### config.mk
export PLATFORM = sky130hd
export DESIGN_NAME = wide_add_sequencer
export DESIGN_NICKNAME = d
export VERILOG_FILES = /design/src/rtl/wide_add_sequencer.sv
export SDC_FILE = /design/constraint.sdc
export NUM_CORES = 1
export LEC_CHECK = 0
export ABC_AREA = 0
export CELL_PAD_IN_SITES_DETAIL_PLACEMENT = 1
export CELL_PAD_IN_SITES_GLOBAL_PLACEMENT = 1
export CORE_UTILIZATION = 34
export DETAILED_ROUTE_END_ITERATION = 8
export HOLD_SLACK_MARGIN = 0.02
export PLACE_DENSITY = 0.88
export SLEW_MARGIN = 0
export SYNTH_ARGS = -nofsm -noshare
export SYNTH_HDL_FRONTEND = slang
export SYNTH_SLANG_ARGS = --single-unit
### constraint.sdc
create_clock -name clk -period 2.07 [get_ports clk]
set_input_delay 0.3105 -clock clk [delete_from_list [all_inputs] [get_ports clk]]
set_output_delay 0.3105 -clock clk [all_outputs]
set_load 0.02 [all_outputs]
### src/rtl/wide_add_sequencer.sv
// wide_add_sequencer
//   Performs a DW*WORDS-bit add or subtract by time-sharing one external DW-bit
//   adder. One limb is processed per cycle, starting with the least significant
//   limb, and the carry is chained from one limb to the next. Operands come in
//   over a valid/ready handshake, and the result goes out over a second one.
//
// Ports
//   clk, rst_n                 clock (rising edge) and async active-low reset
//   in_valid/in_ready          operand handshake; in_ready is high only in IDLE
//   in_a, in_b                 operands (DW*WORDS bits)
//   in_sub                     1: A-B (A + ~B + 1), 0: A+B+in_cin
//   in_cin                     carry-in for add, ignored for subtract
//   add_a/add_b/add_cin        current limb and carry sent to the external adder
//   add_sum/add_cout/add_overflow  combinational response from the adder
//   out_valid/out_ready        result handshake; out_valid is high only in DONE
//   out_sum/out_cout/out_overflow  full-width result, carry of the MS limb and
//                                  signed overflow of the MS limb
//   busy                       high whenever the sequencer is not IDLE
module wide_add_sequencer #(
  parameter int DW    = 32,
  parameter int WORDS = 4
) (
  input  logic                clk,
  input  logic                rst_n,
  input  logic                in_valid,
  output logic                in_ready,
  input  logic [DW*WORDS-1:0] in_a,
  input  logic [DW*WORDS-1:0] in_b,
  input  logic                in_sub,
  input  logic                in_cin,
  output logic [DW-1:0]       add_a,
  output logic [DW-1:0]       add_b,
  output logic                add_cin,
  input  logic [DW-1:0]       add_sum,
  input  logic                add_cout,
  input  logic                add_overflow,
  output logic                out_valid,
  input  logic                out_ready,
  output logic [DW*WORDS-1:0] out_sum,
  output logic                out_cout,
  output logic                out_overflow,
  output logic                busy
);

  localparam int IW = (WORDS > 1) ? $clog2(WORDS) : 1;
  localparam int TW = DW * WORDS;

  typedef enum logic [1:0] {
    S_IDLE = 2'd0,
    S_RUN  = 2'd1,
    S_DONE = 2'd2
  } state_t;

  state_t          r_state;
  state_t          w_state_nxt;
  logic [IW-1:0]   r_idx;
  logic            r_carry;
  logic [TW-1:0]   r_a;
  logic [TW-1:0]   r_b;
  logic [TW-1:0]   r_sum;
  logic            r_cout;
  logic            r_ovf;
  logic            w_accept;
  logic            w_last;

  assign w_accept = in_valid && (r_state == S_IDLE);
  assign w_last   = (r_idx == IW'(WORDS - 1));

  // Next-state logic for the IDLE -> RUN -> DONE -> IDLE sequence
  always_comb begin
    w_state_nxt = r_state;
    case (r_state)
      S_IDLE: begin
        if (in_valid) begin
          w_state_nxt = S_RUN;
        end else begin
          w_state_nxt = S_IDLE;
        end
      end
      S_RUN: begin
        if (w_last) begin
          w_state_nxt = S_DONE;
        end else begin
          w_state_nxt = S_RUN;
        end
      end
      S_DONE: begin
        if (out_ready) begin
          w_state_nxt = S_IDLE;
        end else begin
          w_state_nxt = S_DONE;
        end
      end
      default: w_state_nxt = S_IDLE;
    endcase
  end

  // Limb presented to the shared adder; the adder sees zeros outside RUN
  always_comb begin
    add_a   = {DW{1'b0}};
    add_b   = {DW{1'b0}};
    add_cin = 1'b0;
    if (r_state == S_RUN) begin
      add_a   = r_a[r_idx*DW +: DW];
      add_b   = r_b[r_idx*DW +: DW];
      add_cin = r_carry;
    end else begin
      add_a   = {DW{1'b0}};
      add_b   = {DW{1'b0}};
      add_cin = 1'b0;
    end
  end

  // State register
  always_ff @(posedge clk or negedge rst_n) begin
    if (!rst_n) begin
      r_state <= S_IDLE;
    end else begin
      r_state <= w_state_nxt;
    end
  end

  // Operand capture, limb sequencing and result accumulation
  always_ff @(posedge clk or negedge rst_n) begin
    if (!rst_n) begin
      r_idx   <= {IW{1'b0}};
      r_carry <= 1'b0;
      r_a     <= {TW{1'b0}};
      r_b     <= {TW{1'b0}};
      r_sum   <= {TW{1'b0}};
      r_cout  <= 1'b0;
      r_ovf   <= 1'b0;
    end else if (w_accept) begin
      // Subtract is folded into an add: B is inverted once here and the
      // +1 enters as the carry into limb 0.
      r_a     <= in_a;
      r_b     <= in_sub ? ~in_b : in_b;
      r_carry <= in_sub ? 1'b1 : in_cin;
      r_idx   <= {IW{1'b0}};
      r_sum   <= {TW{1'b0}};
      r_cout  <= 1'b0;
      r_ovf   <= 1'b0;
    end else if (r_state == S_RUN) begin
      r_sum[r_idx*DW +: DW] <= add_sum;
      r_carry               <= add_cout;
      if (w_last) begin
        r_cout <= add_cout;
        r_ovf  <= add_overflow;
        r_idx  <= {IW{1'b0}};
      end else begin
        r_idx  <= r_idx + IW'(1);
      end
    end else begin
      // DONE and idle without accept: keep the last result readable
      r_idx <= r_idx;
    end
  end

  assign in_ready     = (r_state == S_IDLE);
  assign busy         = (r_state != S_IDLE);
  assign out_valid    = (r_state == S_DONE);
  assign out_sum      = r_sum;
  assign out_cout     = r_cout;
  assign out_overflow = r_ovf;

endmodule
==> qor.yml, run 1 <==
logic_synthesis:
  synthArstFlopShare_pct: 100
  synth_seq_cells: 391
  syn_inst: 1586
  synthesis.nets: 1888
  ys_seq_area_share_pct: 56.0
  synth_area_mm2: 0.0175
  ys_warn_count: 0
  ys.flop_type: "dfrtp_1"
  ys_types: 27
  syn_avg_cell_area_um2: 11.0
  synth_edf_count: 0
timing:
  finalCritPeriodShare_pct: 124
  post-route-min-period_ns: 2.56
  fmax_mhz: 390
  setup_viol: 180
  rsz0062_at_grt: "yes"
  finClkSkew_ns: 0.0331
  post-route-worst-setup-slack_ns: -0.492
  drv_slew: 0
  fin_setup_tns_ns: -39.46
  worst_pin_slew_ns: 0.621
  hold_viol: 0
  slew_headroom_pct: 58.6
clocking:
  cts_buffer_depth: 3
  cts.clk_slew.worst_paths_ns: 0.06
  tritoncts: "built"
  clockRootBuffer: "clkbuf_16"
  clkSinkCount: 391
  tritoncts.num_buffers: 43
  clock_latency_ns: 0.57
  htreeDepth: 2
power_and_ir_drop:
  seq_power_share_pct: 31.2
  powerDensity_mw_per_mm2: 1620
  power_frac_comb_pct: 51.0
  p_sw_share_pct: 39.1
  p_int_mw: 25.9
  ir_worst_vdd_uv: 919
  leakagePower_nw: 11.8
  pwr-share-clk_pct: 17.8
  switching_power_mw: 16.6
  total_power_mw: 42.5
detailed_routing:
  wirelength_um: 75900
  detail_route.wl_per_cell_um: 26.7
  vias: 15255
  drt_iter0_drc: 928
  ant_nets: 0
  first_pass_iters: 5
  detail_route.vias_per_cell: 5.38
  drc_errors: 0
worst_hold_path:
  hp-class: "input port to flip-flop"
global_route:
  grt_overflow: 0
  grt_pass1_wl_um: 109000
  grt_use_total_pct: 27.8
  grt_max_degree: 76
  grt_antenna_before_repair: 10
  grt_pass1_vias: 16864
finish:
  drive_gt1_share_pct: 19.1
  finish.net_count: 2430
  nFillCells: 5287
  area_delta_synth_final_pct: 50.3
status:
  status: "finished, violations left"
  violations: "setup timing"
setup_path:
  worst_ep_required_time_ns: 1.76
  cp_common_cell: "buf_12"
  path_cells: "buf_12 > buf_16 > buf_12 > mux4_2 > and2_4 > buf_6"
  max_stage_delay_ns: 0.52
  start_kind: "flip-flop"
  path_class: "flip-flop to output port"
  end_kind: "output port"
  rrSetupSlack_ns: -0.23
  crit_fanout: 5
  cp_slowest_cell: "dfrtp_4"
  arrival_ns: 2.25
die:
  die_x_um: 229
  io_pins: 494
  core_area_mm2: 0.0505
  rows: 82
  die_height_um: 229
  start_util_pct: 34.6
  dieArea_mm2: 0.0523
placed_design:
  dp_hpwl_um: 47000
  gp_congestion: 0.949
  io_buffers: 493
job:
  drv_cap: 0
[layer usage]
layer  up-vias  track usage [%]  wire [um]
li1       6408                -          -
met1      7828             30.8      27200
met2       782             49.6      38500
met3       231             7.20       5960
met4         6             12.7       4200
met5         -                0         37
[per-stage QoR]
stage	cell area [um^2]	setup WS [ns]	cells	hold slack, ns	util [%]
final	26300	-0.492	2837	0.263	52.0
after CTS	25900	-0.586	2819	0.236	51.4
after global routing	26300	-0.550	2836	0.266	52.0
after global placement	23500	-0.270	2700	0.293	46.6
after floorplan	17500	0.0287	1586	0.0149	-
after detailed placement	23500	-0.291	2700	0.302	46.6
[logic make-up after synthesis]
logic type                 after synthesis  synth area share, %
muxes                                   64                 8.25
DFF                                    391                 56.0
buffers and inverters                  125                 3.88
AOI/OAI and AO/OA                      266                 10.5
and+or+nand+nor                        606                 14.6
adders and majority gates                6                0.430
xor gates and xnor gates               128                 6.42
[registers in the layout (all words and copies together) (netlist names)]
register	flops
r_carry	1
r_a	128
r_state	2
out_overflow	1
out_cout	1
r_b	128
r_idx	2
out_sum	128
[timing repair]
action / 4_1_cts / 5_1_grt
gates resized for setup: 489 / 53
cloned: 14 / 8
hold buffers: 1 / 0
endpoints found under the setup margin: 196 / 194
hold endpoints to repair: 40 / 0
pin swaps: 54 / 39
setup buffers: 27 / 12
[area by class of cell]
cell class              instances  area, um^2  area share, %
repair buffers                618        6940           26.4
flip-flops and latches        391        9790           37.3
clock buffers                  68        1290           4.91
well taps                     672         841           3.20
multi-input cells            1070        7310           27.8
diodes                          5        12.5         0.0477
inverters                       4        26.3          0.100
clock inverters                 9        52.6          0.200
[final timing paths]
kind                                to     start  cells after the start
setup reg to reg            out_sum[1]  r_idx[0]                     10
setup / recovery             add_a[17]  r_idx[0]                      6
hold reg to reg               r_a[102]  r_a[102]                      2
max in group asynchronous  out_sum[41]     rst_n                      3
min in group asynchronous     r_a[113]     rst_n                      2
hold / removal                 r_a[84]  in_a[84]                      3
[critical path: cells and delay by family, from the launching register on]
kind	cells	cell delay (ns)
flip-flops	1	0.52
buffers and inverters	4	0.56
AND/OR/NAND/NOR	1	0.18
multiplexers	1	0.42
[power by group through the flow]
stage	clock network, mW	logic (mW)	registers, mW
2_1_floorplan	0	9.38	12.9
3_3_place_gp	0	16.9	12.8
3_5_place_dp	0	17.7	13.1
4_1_cts	7.64	20.7	13.1
5_1_grt	7.94	22.8	13.4
6_report	7.56	21.7	13.2
[cells in the mapped netlist, types with 6 or more instances]
master / n / area (um^2)
buf_2: 53 / 265
nand3_1: 6 / 30.0
nand2_1: 522 / 1960
xnor2_1: 128 / 1120
dfrtp_1: 391 / 9780
a22o_1: 128 / 1120
clkbuf_1: 45 / 169
buf_6: 17 / 191
ha_1: 6 / 75.1
o21ai_1: 90 / 450
o21ai_0: 41 / 205
and2_1: 65 / 407
mux4_2: 64 / 1440
[cell usage in the layout, fill, tap and decap left out, types with 2 or more instances in the layout]
cell type,n
buf_2,2
o31ai_1,2
buf_12,45
buf_8,6
inv_6,2
a21o_1,3
nand2b_1,3
and2_4,65
clkbuf_16,50
ha_4,4
buf_16,9
clkinv_2,7
o21ai_1,90
clkbuf_1,13
nand3_1,6
nand2_1,520
o21ai_0,41
mux4_2,64
diode_2,5
clkbuf_8,12
buf_4,43
a22o_1,124
buf_6,80
nor4_4,3
xnor2_1,128
clkdlybuf4s50_1,423
dfrtp_1,389
dfrtp_4,2
a22o_4,4
inv_1,2
Note: power is estimated with default switching activity, not from simulation.
==> run 2: changes to the inputs <==
CORE_ASPECT_RATIO = 1.4   (was not set)
CORE_UTILIZATION = 40   (was 34)
PLACE_DENSITY = 0.95   (was 0.88)
clock period = 3.3 ns   (was 2.07 ns; I/O delays follow)
==> qor.yml, run 2 (synthesized netlist as in run 1, its figures left out) <==
power_and_ir_drop:
  powerDensity_mw_per_mm2: 974  # -40%
  ir_worst_vdd_uv: 451  # -51%
  leakagePower_nw: 10.8  # -8.6%
global_route:
  grt_max_degree: 99  # +30%
  grt_use_total_pct: 29.7  # +1.9 points
  grt_overflow: 0  # unchanged
  grt_antenna_before_repair: 23  # +13
  grt_pass1_wl_um: 99400  # -9.1%
  grt_pass1_vias: 16543  # -1.9%
detailed_routing:
  ant_nets: 0  # unchanged
  drt_iter0_drc: 930  # +0.22%
  dr_wl_met3_um: 4850  # -19%
  wl_met2_um: 34400  # -11%
  top_layer: "met5"
  wl_met1_um: 23000  # -15%
  detail_route.vias_per_cell: 5.58  # +3.7%
  detail_route.wl_per_cell_um: 25.5  # -4.7%
  wirelength_um: 67300  # -11%
  vias: 14712  # -3.6%
  first_pass_iters: 5  # unchanged
  drc_errors: 0  # unchanged
clocking:
  cts.clk_slew.worst_paths_ns: 0.06  # about the same
  clock_latency_ns: 0.53  # -0.04 ns
  cts_buffer_depth: 3  # unchanged
  htreeDepth: 2  # unchanged
  tritoncts: "built"
  tritoncts.num_buffers: 40  # -7.0%
  clockRootBuffer: "clkbuf_16"
  clkSinkCount: 391  # unchanged
  cts_resized: 0  # -100%
setup_path:
  cp_top_family: "buffers and inverters"
  critPathBufInv: 2  # -2
  start_kind: "flip-flop"
  end_kind: "output port"
  arrival_ns: 2.65  # +0.40 ns
  crit_fanout: 10  # +5
  cp_slowest_cell: "mux4_2"
  max_stage_delay_ns: 0.59  # +0.07 ns
  path_class: "flip-flop to output port"
  path_cells: "buf_4 > mux4_2 > and2_1 > clkdlybuf4s50_1"
  worst_ep_required_time_ns: 2.80  # +1.04 ns
timing:
  finClkSkew_ns: 0.0215  # -0.0116 ns
  whs_ns: 0.480  # +0.217 ns
  post-route-min-period_ns: 3.15
  setup_viol: 0  # -100%
  hold_viol: 0  # unchanged
  rsz0062_at_grt: "no"
  fin_setup_tns_ns: 0  # +39.46 ns
  post-route-worst-setup-slack_ns: 0.150  # +0.642 ns
  slew_headroom_pct: 53.3  # -5.3 points
  worst_pin_slew_ns: 0.701  # +0.0798 ns
  fmax_mhz: 317
  finalCritPeriodShare_pct: 95.4
  drv_slew: 0  # unchanged
placed_design:
  dp_slack_ns: 0.596  # +0.887 ns
  io_buffers: 493  # unchanged
  dp_hpwl_um: 45500  # -3.2%
  gp_congestion: 0.888  # -6.4%
finish:
  finish.net_count: 2340  # -3.7%
  layout_commonest_cell: "nand2_1"
  mostFrequentLayoutCells: "nand2_1, clkdlybuf4s50_1, dfrtp_1, xnor2_1, a22o_1"
  utilization_pct: 56.4  # +4.4 points
  area_delta_synth_final_pct: 39.3
  drive_gt1_share_pct: 8.34  # -11 points
worst_hold_path:
  hp-class: "flip-flop to flip-flop"
die:
  die_height_um: 249  # +9.0%
  start_util_pct: 40.5  # +5.9 points
  die_x_um: 179  # -22%
  dieArea_mm2: 0.0445  # -15%
  core_area_mm2: 0.0431  # -15%
  rows: 90  # +9.8%
  io_pins: 494  # unchanged
job:
  drv_cap: 0  # unchanged
status:
  status: "finished, final reports clean"
[run 2: metal layers]
metal	track usage [%]	up-vias
li1	-	6223
met1	31.0	7475
met2	51.4	747
met3	7.13	261
met4	21.6	6
met5	0	-
[run 2: worst register-to-register path: stages (launching register included)]
cell and delay, ns:
dfrtp_4 0.72, buf_12 0.27, inv_1 0.13, ha_1 0.37, nand2b_1 0.21, nor4_4 0.13, buf_4 0.44, a22o_1 0.31
[run 2: metrics by stage]
step                total power, mW  cells  cell area [um^2]
floorplan                      14.0   1586             17500
global placement               17.9   2546             22900
detailed placement             18.8   2546             22900
CTS                            23.7   2614             24300
global route                   24.8   2637             24300
finish                         23.7   2638             24300
[run 2: what timing repair did]
action                     4_1_cts  5_1_grt
hold buffers                     1        0
hold endpoints to repair        68        0
setup buffers                    1        0
setup endpoints to repair        1        0
[run 2: final cells by class]
type	instances	area [um^2]
sequential	391	9790
clock buffer	59	1220
clock inverter	7	105
timing repair buffer	531	5430
antenna	24	60.1
inverter	4	15.0
multi-input combinational	1070	7030
fill	4446	18800
tap	552	691
[run 2: report_power, final]
group	switching, mW	internal, mW	leakage, nW
Combinational	5.85	4.91	5.14
Clock	1.94	2.72	0.653
Sequential	1.52	6.78	5.02
[run 2: final timing paths]
path	from	to	slack (ns)	cells after the start
max in group asynchronous	rst_n	out_sum[79]	1.76	4
hold / removal	r_b[3]	r_b[3]	0.48	2
hold reg to reg	r_b[3]	r_b[3]	0.48	2
min in group asynchronous	rst_n	r_a[100]	0.51	2
setup reg to reg	r_idx[1]	out_sum[107]	0.65	7
setup / recovery	r_idx[0]	add_a[12]	0.15	4
==> run 3: changes to the inputs <==
CAP_MARGIN = 10   (was not set)
==> results of run 3 <==
Final layout, timing and power as in run 2 (identical DEF).
